<file path="config.mk">
export PLATFORM = sky130hd
export DESIGN_NAME = rotation_augment_flat
export DESIGN_NICKNAME = d
export VERILOG_FILES = /design/src/rtl/aug_pkg.sv /design/src/rtl/rotation_augment_if.sv /design/src/rtl/aug_pixel_fifo.sv /design/src/rtl/rotation_augment.sv /design/src/flat_wrapper.sv
export SDC_FILE = /design/constraint.sdc
export NUM_CORES = 1
export LEC_CHECK = 0
export CORE_MARGIN = 2
export CORE_UTILIZATION = 49
export CTS_CLUSTER_DIAMETER = 150
export DETAILED_ROUTE_END_ITERATION = 16
export GPL_TIMING_DRIVEN = 0
export PLACE_DENSITY = 0.79
export SETUP_SLACK_MARGIN = 0.05
export SLEW_MARGIN = 20
export SYNTH_ARGS = -nofsm -noshare
export SYNTH_HDL_FRONTEND = slang
export SYNTH_SLANG_ARGS = --single-unit
</file>
<file path="constraint.sdc">
create_clock -name clk -period 5.16 [get_ports clk]
set_input_delay 1.548 -clock clk [delete_from_list [all_inputs] [get_ports clk]]
set_output_delay 1.548 -clock clk [all_outputs]
set_load 0.1 [all_outputs]
</file>
<file path="src/rtl/aug_pkg.sv">
// Shared types and defaults for the image augmentation stages.
// Rotation modes are ordered so the raw 2-bit code equals quarter-turns clockwise.
package aug_pkg;

   typedef enum logic [1:0] {
      ROT_0,
      ROT_90,
      ROT_180,
      ROT_270
   } rot_mode_t;

   typedef enum logic [1:0] {
      IDLE,
      ISSUE,
      DRAIN
   } state_t;

   localparam int PIXEL_W_DEFAULT = 8;

   function automatic int max_int(input int a, input int b);
      return (a > b) ? a : b;
   endfunction

endpackage

</file>
<file path="src/rtl/rotation_augment_if.sv">
// Pixel-stream and BRAM read signals of the rotation stage.
// The master side is the rotation stage; the slave side is the BRAM plus pixel sink.
interface rotation_augment_if
   import aug_pkg::*;
#(
   parameter int PIXEL_W = PIXEL_W_DEFAULT
) ();

   logic [PIXEL_W-1:0] pixel_o;
   logic               pixel_valid;
   logic               pixel_ready;
   logic [31:0]        bram_address;
   logic [31:0]        bram_data;

   modport master (
      output pixel_o, pixel_valid, bram_address,
      input  pixel_ready, bram_data
   );

   modport slave (
      input  pixel_o, pixel_valid, bram_address,
      output pixel_ready, bram_data
   );

endinterface

</file>
<file path="src/rtl/aug_pixel_fifo.sv">
// Synchronous FIFO with occupancy count, shared by the augmentation stages.
// The head reads as zero while empty so downstream never sees uninitialised storage.
module aug_pixel_fifo #(
   parameter int WIDTH = 8,
   parameter int DEPTH = 3
) (
   input  logic                       clk,
   input  logic                       reset,
   input  logic                       push,
   input  logic                       pop,
   input  logic [WIDTH-1:0]           din,
   output logic [WIDTH-1:0]           head,
   output logic                       full,
   output logic                       empty,
   output logic [$clog2(DEPTH+1)-1:0] count
);

   localparam int CNT_W = $clog2(DEPTH + 1);
   localparam int PTR_W = (DEPTH > 1) ? $clog2(DEPTH) : 1;

   typedef logic [PTR_W-1:0] ptr_t;

   logic [WIDTH-1:0] mem [DEPTH];
   ptr_t             rd_ptr;
   ptr_t             wr_ptr;
   logic             do_push;
   logic             do_pop;

   function automatic ptr_t next_ptr(input ptr_t p);
      return (p == ptr_t'(DEPTH - 1)) ? '0 : p + 1'b1;
   endfunction

   assign full  = (count == CNT_W'(DEPTH));
   assign empty = (count == '0);

   // A pop frees the slot a simultaneous push needs, so full+push+pop is legal;
   // on empty the pair cancels and the count stays put.
   assign do_push = push && (!full || pop);
   assign do_pop  = pop && (!empty || push);

   assign head = empty ? '0 : mem[rd_ptr];

   // NOTE: the storage array has no reset; pointers and count alone define which entries are live.
   always_ff @(posedge clk) begin
      if (do_push) begin
         mem[wr_ptr] <= din;
      end
   end

   // NOTE: all sequential state uses non-blocking assignment so every register samples pre-edge values.
   always_ff @(posedge clk) begin
      if (!reset) begin
         rd_ptr <= '0;
         wr_ptr <= '0;
         count  <= '0;
      end else begin
         if (do_push) wr_ptr <= next_ptr(wr_ptr);
         if (do_pop)  rd_ptr <= next_ptr(rd_ptr);
         unique case ({do_push, do_pop})
            2'b10:   count <= count + 1'b1;
            2'b01:   count <= count - 1'b1;
            default: count <= count;
         endcase
      end
   end

endmodule

</file>
<file path="src/rtl/rotation_augment.sv">
// Streams one stored image out of pixel BRAM rotated by a multiple of 90 deg clockwise,
// optionally mirrored, with credit-based read issue so the output FIFO never overflows.
module rotation_augment
   import aug_pkg::*;
#(
   parameter int IMG_W        = 28,
   parameter int IMG_H        = 28,
   parameter int PIXEL_W      = PIXEL_W_DEFAULT,
   parameter int BASE_ADDR    = 0,
   parameter int READ_LATENCY = 1,
   parameter int FIFO_DEPTH   = READ_LATENCY + 2
) (
   input  logic               clk,
   input  logic               reset,
   input  logic               start,
   input  rot_mode_t          mode,
   input  logic               flip,
   output logic               busy,
   output logic               image_done,
   rotation_augment_if.master bus
);

   localparam int MAX_DIM = max_int(IMG_W, IMG_H);
   localparam int CNT_W   = (MAX_DIM > 1) ? $clog2(MAX_DIM) : 1;
   localparam int FCNT_W  = $clog2(FIFO_DEPTH + 1);
   localparam int IF_W    = $clog2(READ_LATENCY + 1);

   typedef logic [CNT_W-1:0] idx_t;

   localparam idx_t W_M1 = idx_t'(IMG_W - 1);
   localparam idx_t H_M1 = idx_t'(IMG_H - 1);

   state_t                   state;
   state_t                   state_next;
   rot_mode_t                mode_q;
   logic                     flip_q;
   idx_t                     row;
   idx_t                     col;
   idx_t                     rows_m1;
   idx_t                     cols_m1;
   idx_t                     col_eff;
   idx_t                     src_row;
   idx_t                     src_col;
   logic [READ_LATENCY-1:0]  in_flight;
   logic [IF_W-1:0]          in_flight_cnt;
   logic                     credit_ok;
   logic                     issue;
   logic                     last_issue;
   logic                     pop;
   logic                     last_pop;
   logic [FCNT_W-1:0]        fifo_count;
   logic                     fifo_empty;
   logic                     fifo_full;
   logic                     unused;

   assign unused = &{1'b0, fifo_full, bus.bram_data[31:PIXEL_W]};

   // NOTE: every always_comb output gets a default first so no path can infer a latch.
   always_comb begin
      rows_m1 = H_M1;
      cols_m1 = W_M1;
      if (mode_q == ROT_90 || mode_q == ROT_270) begin
         rows_m1 = W_M1;
         cols_m1 = H_M1;
      end
      col_eff = flip_q ? (cols_m1 - col) : col;

      src_row = row;
      src_col = col_eff;
      unique case (mode_q)
         ROT_0: begin
            src_row = row;
            src_col = col_eff;
         end
         ROT_90: begin
            src_row = H_M1 - col_eff;
            src_col = row;
         end
         ROT_180: begin
            src_row = H_M1 - row;
            src_col = W_M1 - col_eff;
         end
         default: begin
            src_row = col_eff;
            src_col = W_M1 - row;
         end
      endcase
   end

   assign bus.bram_address = 32'(BASE_ADDR) + 32'(src_row) * 32'(IMG_W) + 32'(src_col);

   // Outstanding reads count against the FIFO so every returning word has a slot.
   always_comb begin
      in_flight_cnt = '0;
      for (int i = 0; i < READ_LATENCY; i++) begin
         in_flight_cnt += IF_W'(in_flight[i]);
      end
   end

   assign credit_ok  = (32'(fifo_count) + 32'(in_flight_cnt)) < 32'(FIFO_DEPTH);
   assign issue      = (state == ISSUE) && credit_ok;
   assign last_issue = issue && (row == rows_m1) && (col == cols_m1);
   assign pop        = bus.pixel_valid && bus.pixel_ready;
   assign last_pop   = (state == DRAIN) && pop && (fifo_count == FCNT_W'(1)) && (in_flight == '0);

   always_comb begin
      state_next = state;
      unique case (state)
         IDLE:    if (start) state_next = ISSUE;
         ISSUE:   if (last_issue) state_next = DRAIN;
         // Leave DRAIN only after the done pulse, so a start coinciding with it is ignored.
         DRAIN:   if (image_done) state_next = IDLE;
         default: state_next = IDLE;
      endcase
   end

   always_ff @(posedge clk) begin
      if (!reset) begin
         state      <= IDLE;
         mode_q     <= ROT_0;
         flip_q     <= 1'b0;
         row        <= '0;
         col        <= '0;
         busy       <= 1'b0;
         image_done <= 1'b0;
         in_flight  <= '0;
      end else begin
         state      <= state_next;
         image_done <= last_pop;

         in_flight[0] <= issue;
         for (int i = 1; i < READ_LATENCY; i++) begin
            in_flight[i] <= in_flight[i-1];
         end

         if (state == IDLE && start) begin
            mode_q <= mode;
            flip_q <= flip;
            row    <= '0;
            col    <= '0;
            busy   <= 1'b1;
         end else if (issue && !last_issue) begin
            if (col == cols_m1) begin
               col <= '0;
               row <= row + 1'b1;
            end else begin
               col <= col + 1'b1;
            end
         end

         if (last_pop) busy <= 1'b0;
      end
   end

   aug_pixel_fifo #(
      .WIDTH (PIXEL_W),
      .DEPTH (FIFO_DEPTH)
   ) u_fifo (
      .clk   (clk),
      .reset (reset),
      .push  (in_flight[READ_LATENCY-1]),
      .pop   (pop),
      .din   (bus.bram_data[PIXEL_W-1:0]),
      .head  (bus.pixel_o),
      .full  (fifo_full),
      .empty (fifo_empty),
      .count (fifo_count)
   );

   assign bus.pixel_valid = !fifo_empty;

endmodule
</file>
<file path="src/flat_wrapper.sv">
// flat-port wrapper written by rule: the top's interface ports become plain ports
module rotation_augment_flat import aug_pkg::*;
#(
   parameter int IMG_W        = 28,
   parameter int IMG_H        = 28,
   parameter int PIXEL_W      = PIXEL_W_DEFAULT,
   parameter int BASE_ADDR    = 0,
   parameter int READ_LATENCY = 1,
   parameter int FIFO_DEPTH   = READ_LATENCY + 2
)
  (clk, reset, start, mode, flip, busy, image_done, bus_pixel_o, bus_pixel_valid, bus_bram_address, bus_pixel_ready, bus_bram_data);
  rotation_augment_if #(.PIXEL_W(PIXEL_W)) bus_i ();
  input  logic clk;
  input  logic reset;
  input  logic start;
  input  rot_mode_t mode;
  input  logic flip;
  output logic busy;
  output logic image_done;
  output wire logic [$bits(bus_i.pixel_o)-1:0] bus_pixel_o;
  output wire logic [$bits(bus_i.pixel_valid)-1:0] bus_pixel_valid;
  output wire logic [$bits(bus_i.bram_address)-1:0] bus_bram_address;
  input wire logic [$bits(bus_i.pixel_ready)-1:0] bus_pixel_ready;
  input wire logic [$bits(bus_i.bram_data)-1:0] bus_bram_data;
  assign bus_pixel_o = bus_i.pixel_o;
  assign bus_pixel_valid = bus_i.pixel_valid;
  assign bus_bram_address = bus_i.bram_address;
  assign bus_i.pixel_ready = bus_pixel_ready;
  assign bus_i.bram_data = bus_bram_data;
  rotation_augment #(.IMG_W(IMG_W), .IMG_H(IMG_H), .PIXEL_W(PIXEL_W), .BASE_ADDR(BASE_ADDR), .READ_LATENCY(READ_LATENCY), .FIFO_DEPTH(FIFO_DEPTH)) u_core (.clk(clk), .reset(reset), .start(start), .mode(mode), .flip(flip), .busy(busy), .image_done(image_done), .bus(bus_i));
endmodule
</file>
* Yosys cells after proc, flatten, opt, wreduce, memory -nomap -nowiden
Memory sizes are Yosys's and may differ from the RTL's. A register that Yosys moved wholly into a read port is not among the register bits.
Index checks and enable logic that the tools add are counted.
** Storage, ports and cells
- Register bits after elaboration :: 24
- Memory bits (writable) :: 24
- Input bits :: 39
- Output and inout bits :: 43
- Word-level logic and storage cells :: 82
- Memories kept :: 1
** Memory list
- u_core.u_fifo.mem :: depth 3, width 8, read ports 1, clocked after memory_dff 1, wr ports 1, RTL line aug_pixel_fifo.sv:23 : logic [WIDTH-1:0] mem [DEPTH];
** Cells by class
- $add $sub $neg :: 11
- Multipliers :: 1
- $lt $le $gt $ge :: 1
- Equality and inequality tests :: 15
- Mux-type cells :: 16
- Bitwise logic cells :: 2
- Reduce and logical (&&, ||, !) cells :: 24
** Operators with widths (count)
- less-than comparator 32 x 2 -> 1 bit, second input constant :: 1
- one-hot mux 5 bit (3 select lines) :: 2
- subtractor 5 bit, first input constant :: 3
- 2-to-1 mux 2 bit :: 7
- equality test 2 bit, second input constant :: 6
- adder 10 x 5 -> 11 bit :: 1
- logical AND 1 bit :: 11
- adder 5 x 1 -> 5 bit, second input constant :: 2
- equality test 5 bit, second input constant :: 2
- 2-to-1 mux 5 bit :: 2
- equality test 2 x 1 -> 1 bit, second input constant :: 4
- multiplier 5 x 3 -> 8 bit, second input constant :: 1
- 2-to-1 mux 8 bit :: 1
- adder 2 x 1 -> 2 bit, second input constant :: 3
- logical NOT 2 bit :: 3
- one-hot mux 2 bit (3 select lines) :: 1
- != test 2 x 1 -> 1 bit, second input constant :: 2
- one-hot mux 2 bit (2 select lines) :: 1
- OR reduction 2 bit :: 2
- adder 2 x 1 -> 3 bit :: 1
- logical NOT 1 bit :: 3
- AND reduction 3 bit :: 1
- logical OR 1 bit :: 2
- 2-to-1 mux 1 bit :: 2
- 5 further kinds :: 6

* Logic depth before layout (Yosys ltp)
Gate-level depths: netlist of the first run.
- Depth in word-level cells :: 8
- Depth in mapped cells :: 15
- Mapped depth without buffers :: 15

* Cells and area by module
From an unflattened synthesis of the first run, not the netlist that was laid out.
** Unflattened totals
- Cell total of the unflattened synthesis :: 298
- Area total of the unflattened synthesis :: 3115.5 µm²
** Modules (own cells, without submodules)
- rotation_augment :: instances 1, cells each 208, area an instance 1824.2 µm²
- aug_pixel_fifo :: instances 1, cells each 90, area an instance 1291.2 µm²

* Worst setup path before layout of the first run
OpenSTA, ideal clock, no wires.
- Path type :: reg-to-output
- Start point :: register u_core.col[2]
- End point :: output port bus_bram_address[8]
- Data arrival time :: 4.646 ns
- Data required time :: 3.612 ns
- Slack :: -1.034 ns
- Stages on the path, launching flop included :: 14
- Cells stage by stage :: dfxtp_1 inv_1 ha_1 mux2i_1 o31a_1 o211ai_4 fa_1 inv_1 ha_1 a21o_1 a21oi_1 xnor2_1 nor3_1 xnor2_1
** On the way
- Word-level cells in the longest chain between the ends :: 6
- Elaborated cells on any way between the ends :: 7
- Those cells by class :: 3 x add/sub; 1 x mul; 3 x mux
** RTL lines
- from (decl) :: RTL line rotation_augment.sv:38 : idx_t col;
- from (signal assigned) :: RTL line rotation_augment.sv:147 : col <= col + 1'b1;
- subtractor 5 bit :: RTL line rotation_augment.sv:66 : col_eff = flip_q ? (cols_m1 - col) : col;
- 2-to-1 mux 5 bit (*) :: RTL line rotation_augment.sv:66
- subtractor 5 bit :: RTL line rotation_augment.sv:76, rotation_augment.sv:81
- one-hot mux 5 bit (3 select lines) :: RTL line rotation_augment.sv:70 : unique case (mode_q)
- multiplier 5 x 3 -> 8 bit :: RTL line rotation_augment.sv:90 : assign bus.bram_address = 32'(BASE_ADDR) + 32'(src_row) * 32'(IMG_W) + 32'(src_col);
- adder 10 x 5 -> 11 bit (*) :: RTL line rotation_augment.sv:90
- to (decl) :: RTL line flat_wrapper.sv:22 : output wire logic [$bits(bus_i.bram_address)-1:0] bus_bram_address;
Mark *: on every way between the ends. The rest lies on a longest branch, timed or not.

* Worst setup path after layout of the first run
- Start point :: register u_core.col[2]
- End point :: output port bus_bram_address[9]
Same word-level chain as after synthesis.

==> metrics.md, run 1 <==
| Metric | Value |
|---|---|
| Status | `finished with violations` |
| Failing checks | `negative setup slack` |
| Fraction of the yosys area taken by sequential cells | `39.4%` |
| Finished Cell Area | `4360 um2` |
| HPWL Detailed | `4590 um` |
| Synth Flop Type | `dfxtp_1` |
| Final hold violation count | `0` |
| Share of layout cells above drive strength 1 | `27.0%` |
| Clock Tree Buf Depth | `2` |
| Clk pwr share | `~17%` |
| Synth Instances | `about 330` |
| RSZ-0062 raised after global routing | `true` |
| Clock sinks | `50` |
| Hold path start | `u_core.state[1]$_SDFFE_PN0P_` |
| Mapped Avg Cell Area | `9.53 um2` |
| # nets final | `477` |
| R2R Path End | `u_core.u_fifo.mem[1][6]$_DFFE_PP_` |
| Mux cell area share after synthesis | `under 10%` |
| # setup viols final | `4` |
| CTS hold repair buffers | `0` |
| Simple-Gate Fraction of Synth Area | `between 10% and 20%` |
| DIE WIDTH | `approximately 84 um` |
| Chip height | `84.2 um` |
| Crit. End Element | `primary output` |
| Worst R2R Path Depth | `8` |
| Core Footprint | `6280 um2` |
| Type of the worst setup path | `reg -> out` |
| Antenna violations before repair | `0` |
| Setup TNS | `-0.504 ns` |
| Worst Hold Depth | `1` |
| Mean number of vias per cell | `roughly 5.2` |
| Routed wire per std cell | `15.1 um` |
| Worst-path maximum fanout | `4` |
| Max-cap check violation count | `0` |
| GPL Wtd Cong | `0.912` |
| Die ar. | `7090 um2` |
| Slew Limit Fails | `0` |
| Post-Synth XOR/XNOR Area | `6.39%` |
| Sw Ratio | `48.1%` |
| Initial core utilization | `50.2%` |
| Worst vdd ir | `0.293 mV` |
| Final Cycle Share | `103%` |
| CP Launch Type | `flip-flop` |
| Ys async rst share | `0%` |
| #FFs+latches synth | `50` |
| Post-detailed-route DRC marker count | `0` |
| Adder-cell area share of the yosys netlist | `between 10 and 15%` |
| Vias in the first global route | `~2,400` |
| Root Buffer | `clkbuf_8` |
| Total power divided by cell area | `around 370 nW/um2` |
| Sequential share of power | `roughly 28%` |
| Actual slew at the worst max-slew pin | `0.977 ns` |
| GR Util All Layers | `19.2%` |
| Hold EP | `u_core.state[0]$_SDFFE_PN0P_` |
| Leakage Power | `1.78 nW` |
| Post-Route Utilization | `69.4%` |
| Total vias in the final route | `2,551` |
| Worst Setup Slack, final | `-0.181 ns` |
| Clock Skew | `0.00452 ns` |
| P_sw | `0.000775 W` |
| Post-detailed-route count of antenna-violating nets | `0` |
| Largest family of logic cells by synthesized area | `simple AND/OR/NAND/NOR gates` |
| Port buffer count | `36` |
| Flop2flop setup slack | `2.66 ns` |
| Mapped Area | `~3200 um2` |
| Synth cell types | `49` |
| Worst EP arrival | `around 3.8 ns` |
| CP required | `3.61 ns` |
| Comb power frac | `54.9%` |
| Top Ports | `82` |
| Area growth from synthesis to layout | `38.2%` |
| F_max | `0.187 GHz` |
| Tmin final | `5.34 ns` |
| First-pass GRT wire length | `11,200 um` |
| GRT Residual Overflow | `0` |
| Normalized max-slew margin | `about a third` |
| Clock transition at path regs | `0.09 ns` |
| Pin count of the biggest net entering global routing | `17` |
| Placed Area | `3790 um2` |
| Initial DRC count | `167` |
| H-tree depth | `2` |
| Compound-Gate Fraction of Synth Area | `11.7%` |
| Drt pass-1 iters | `4` |
| Routed wire length | `7380 um` |
| CTS tree | `yes` |
| N_diodes | `0` |
| EDFF count, synth | `24` |
| Synth warnings | `0` |
| Clk Latency, worst-skew pair | `~0.30 ns` |
| Dpl ws | `-1.19 ns` |
| # rows | `29` |
| Worst flop-to-flop path startpoint | `u_core.u_fifo.count[0]$_SDFFE_PN0P_` |
| Hold Crit Class | `reg -> reg` |
| Internal Power | `0.000835 W` |
| CTS Buf Count | `5` |
| Final hold slack | `0.516 ns` |
## flip-flops by register name, summed over array words and instances (netlist names), named ones only
| signal | count |
|---|---|
| u_core.in_flight | 1 |
| u_core.u_fifo.mem | 24 |
| u_core.row | 5 |
| u_core.mode_q | 2 |
| u_core.u_fifo.rd_ptr | 2 |
| u_core.u_fifo.count | 2 |
| u_core.u_fifo.wr_ptr | 2 |
| u_core.state | 2 |
| u_core.col | 5 |
| u_core.flip_q | 1 |
| u_core.image_done | 1 |
| u_core.busy | 1 |
## layout make-up
class,count,area [um2]
Fill cell,467,1920
Multi-Input combinational cell,246,2060
Clock inverter,3,43.8
Sequential cell,50,1250
Timing Repair Buffer,52,523
Inverter,22,85.1
Tap cell,77,96.3
Buffer,33,225
Clock buffer,5,68.8
## how the worst max path moves through the flow
stage | from | end | slack, ns | cells after the start
after global routing | u_core.col[2]$_SDFFE_PP0P_ | bus_bram_address[9] | -0.26 | 14
after CTS | u_core.col[2]$_SDFFE_PP0P_ | bus_bram_address[10] | 0.02 | 14
final | u_core.col[2]$_SDFFE_PP0P_ | bus_bram_address[9] | -0.18 | 14
after floorplan | u_core.col[2]$_SDFFE_PP0P_ | bus_bram_address[10] | -0.13 | 13
after global placement | u_core.col[2]$_SDFFE_PP0P_ | bus_bram_address[10] | -1.11 | 14
after detailed placement | u_core.col[2]$_SDFFE_PP0P_ | bus_bram_address[10] | -1.19 | 14
## synth_stat cells (2+ instances only)
cell type,n,share of area (%)
nor3_1,7,1.1
nand3_1,6,0.95
nor2_1,36,4.3
xnor2_1,17,4.7
ha_1,24,9.5
or3_1,2,0.40
buf_4,22,5.2
o21bai_1,2,0.48
edfxtp_1,24,23
nand2b_1,4,0.79
a21oi_1,23,3.7
nor2b_1,9,1.8
fa_1,4,2.5
clkbuf_1,10,1.2
o21ai_0,9,1.4
a21o_1,3,0.71
dfxtp_1,26,17
xor2_1,6,1.7
and2_1,5,0.99
nand2_1,19,2.3
mux2i_1,16,5.1
nor3b_1,4,0.95
inv_1,22,2.6
nand4_1,4,0.79
o22ai_1,2,0.40
a31oi_1,2,0.40
## critical path: stages, from the launching register on
cell	delay [ns]
dfxtp_4	0.40
inv_4	0.05
ha_4	0.26
mux2i_4	0.07
o31a_1	0.28
o211ai_4	0.26
fa_2	0.52
buf_6	0.15
fa_2	0.40
xor2_4	0.18
or3_4	0.42
nor3_2	0.13
nand2_1	0.11
nand3_4	0.08
buf_12	0.17
## stage by stage
stage / std cells / total power (W)
3_5_place_dp: 464 / 0.00126
2_1_floorplan: 351 / 0.00111
5_1_grt: 488 / 0.00168
3_3_place_gp: 464 / 0.00125
6_report: 488 / 0.00161
4_1_cts: 482 / 0.00158
## logic make-up after synthesis
family | Yosys count
flops | 50
buf+inv | 55
compound gates | 55
simple gates | 103
other cells | 1
xor+xnor | 23
mux | 16
fa+ha+maj | 28
## power groups by stage
stage	Clock (W)	Sequential (W)	Combinational [W]
global placement	0	0.000459	0.000791
floorplan	0	0.000461	0.000653
detailed placement	0	0.000460	0.000803
global route	0.000300	0.000453	0.000927
CTS	0.000280	0.000450	0.000847
finish	0.000275	0.000450	0.000885
## repair_timing
item                       in CTS  in global routing
setup endpoints to repair       8                  6
resized for setup              81                 32
pin swaps                      11                 15
setup buffers                  10                  6
## routing by layer
| layer | vias up | wire [um] | GRT usage, % |
|---|---|---|---|
| met4 | 0 | 189 | 2.79 |
| met2 | 75 | 3810 | 34.5 |
| met5 | - | 0 | 0 |
| met1 | 1207 | 3090 | 24.3 |
| li1 | 1255 | - | - |
| met3 | 14 | 299 | 4.13 |
## placed cells by master, fill, tap and decap left out, drive strengths merged, types with 16 or more instances in the layout
cell,synthesis,routed
nand2,19,19
ha,24,24
edfxtp,24,24
xnor2,17,17
clkdlybuf4s50,0,29
nor2,36,36
buf,23,46
inv,22,23
dfxtp,26,26
conb,1,21
mux2i,16,16
a21oi,23,23
Note: power is estimated with default switching activity, not from simulation.
==> run 2: changes to the inputs <==
- HOLD_SLACK_MARGIN: not set -> 0.05
==> results of run 2 <==
The final DEF is identical to that of run 1; final timing and power are the same.
==> run 3: changes to the inputs <==
- CORE_UTILIZATION: 49 -> 50
- DONT_BUFFER_PORTS: not set -> 1
- PLACE_DENSITY: 0.79 -> 0.64
- REMOVE_ABC_BUFFERS: not set -> 1
==> metrics.md, run 3 (synthesis gave the netlist of run 1 again) <==
| Metric | Value |
|---|---|
| Vias in the first global route | `between 2,000 and 2,500` |
| Root Buffer | `clkbuf_8` |
| Antenna violations before repair | `0` |
| Chip height | `83.4 um` |
| Final hold violation count | `0` |
| HPWL Detailed | `4100 um` |
| Clock Skew | `roughly 0.0040 ns` |
| H-tree depth | `2` |
| Worst EP arrival | `3.72 ns` |
| Max-cap check violation count | `0` |
| Post-detailed-route count of antenna-violating nets | `0` |
| Actual slew at the worst max-slew pin | `1.08 ns` |
| Share of layout cells above drive strength 1 | `26.8%` |
| Core Footprint | `5990 um2` |
| CTS tree | `yes` |
| Pin count of the biggest net entering global routing | `18` |
| Cells after DPL | `397` |
| Clock transition at path regs | `0.09 ns` |
| Leakage Power | `1.53 nW` |
| Crit. End Element | `primary output` |
| Final hold slack | `0.500 ns` |
| Top Ports | `82` |
| Largest register FFs | `24` |
| Total power divided by cell area | `397 nW/um2` |
| Clock sinks | `50` |
| Post-detailed-route DRC marker count | `0` |
| Routed wire length | `6380 um` |
| Dpl ws | `-0.929 ns` |
| CTS Buf Count | `5` |
| # rows | `28` |
| # setup viols final | `4` |
| Worst-path maximum fanout | `4` |
| Worst Setup Slack, final | `-0.108 ns` |
| Total vias in the final route | `2,292` |
| CTS hold repair buffers | `0` |
| Worst vdd ir | `0.319 mV` |
| Slew Limit Fails | `0` |
| DIE WIDTH | `around 83 um` |
| N_diodes | `0` |
| Clk Latency, worst-skew pair | `0.30 ns` |
| Normalized max-slew margin | `28.1%` |
| Final Cycle Share | `102%` |
| Final Non-Filler Cells | `between 400 and 500` |
| Tmin final | `5.27 ns` |
| Initial DRC count | `93` |
| Drt pass-1 iters | `4` |
| GR Util All Layers | `a little under a fifth` |
| # nets final | `417` |
| Area growth from synthesis to layout | `22.1%` |
| CP Launch Type | `flip-flop` |
| First-pass GRT wire length | `roughly 11,000 um` |
| Failing checks | `negative setup slack` |
| Clock Tree Buf Depth | `2` |
| Routed wire per std cell | `~15 um` |
| Setup TNS | `-0.293 ns` |
| GPL Wtd Cong | `around 0.87` |
| Port buffer count | `0` |
| RSZ-0062 raised after global routing | `true` |
| F_max | `0.190 GHz` |
| Mean number of vias per cell | `5.38` |
| Die ar. | `6960 um2` |
| Status | `finished with violations` |
| Initial core utilization | `52.6%` |
| Type of the worst setup path | `reg -> out` |
| Regs by FF count | `u_core.u_fifo.mem: 24 flops, u_core.col: 5 flops, u_core.row: 5 flops` |
| Most common cell after layout, fill and taps aside | `nor2_1` |
| Most frequent cells in the layout | `nor2_1 (27), edfxtp_1 (24), a21oi_1 (21), conb_1 (21), buf_4 (21)` |
| Top reg by flops | `u_core.u_fifo.mem` |
| Hold Crit Class | `reg -> reg` |
| GRT Residual Overflow | `0` |
| CP required | `approximately 3.6 ns` |
[run 3: path summary, 6_finish.rpt]
kind                                                     startpoint                           endpoint  slack, ns  depth (start not counted)
worst min register to register         u_core.state[1]$_SDFFE_PN0P_       u_core.state[0]$_SDFFE_PN0P_       0.50                          1
worst max-delay path                     u_core.col[2]$_SDFFE_PP0P_               bus_bram_address[10]      -0.11                         13
worst max register to register  u_core.u_fifo.count[0]$_SDFFE_PN0P_  u_core.u_fifo.mem[2][1]$_DFFE_PP_       1.88                          7
worst min-delay path                   u_core.state[1]$_SDFFE_PN0P_       u_core.state[0]$_SDFFE_PN0P_       0.50                          1
[run 3: stage by stage]
| step | utilization [%] | area [um2] | power, W |
|---|---|---|---|
| floorplan | - | 3020 | 0.00108 |
| global placement | 52.0 | 3110 | 0.00112 |
| detailed placement | 54.5 | 3260 | 0.00118 |
| CTS | 63.3 | 3790 | 0.00152 |
| global route | 64.3 | 3850 | 0.00159 |
| finish | 64.3 | 3850 | 0.00153 |
[run 3: timing repair]
action	in CTS	in global routing
pin swaps	11	5
setup buffers	17	4
resized for setup	52	6
endpoints found under the setup margin	6	6
hold endpoints to repair	0	0
[run 3: cell type report]
type / count / area (um2)
fill: 495 / 2140
multi-input combinational: 246 / 2070
sequential: 50 / 1260
timing repair buffer: 25 / 218
tap: 75 / 93.8
inverter: 22 / 88.8
clock buffer: 5 / 68.8
clock inverter: 3 / 47.5
[run 3: metal layers]
metal  track usage [%]  up-vias  routed length, um
li1                  -     1138                  -
met4              7.62        0                148
met1              24.1     1054               2740
met5                 0        -                  0
met3              4.37       15                365
met2              31.5       85               3120
[run 3: critical path, cell delays in order, from the launching register on]
cell and delay [ns]:
dfxtp_4 0.40, inv_4 0.05, ha_4 0.26, mux2i_4 0.08, o31a_1 0.28, o211ai_4 0.22
fa_1 0.48, fa_2 0.41, inv_1 0.08, a21o_1 0.16, a21oi_4 0.09, xnor2_2 0.18
a2bb2oi_1 0.19, nor2b_4 0.52
[run 3: power by group]
group	internal, W	leakage, nW	switching [W]	total, W
registers	0.000434	0.434	0.0000336	0.000468
logic	0.000182	1.04	0.000595	0.000777
clock network	0.000148	0.0591	0.000135	0.000283
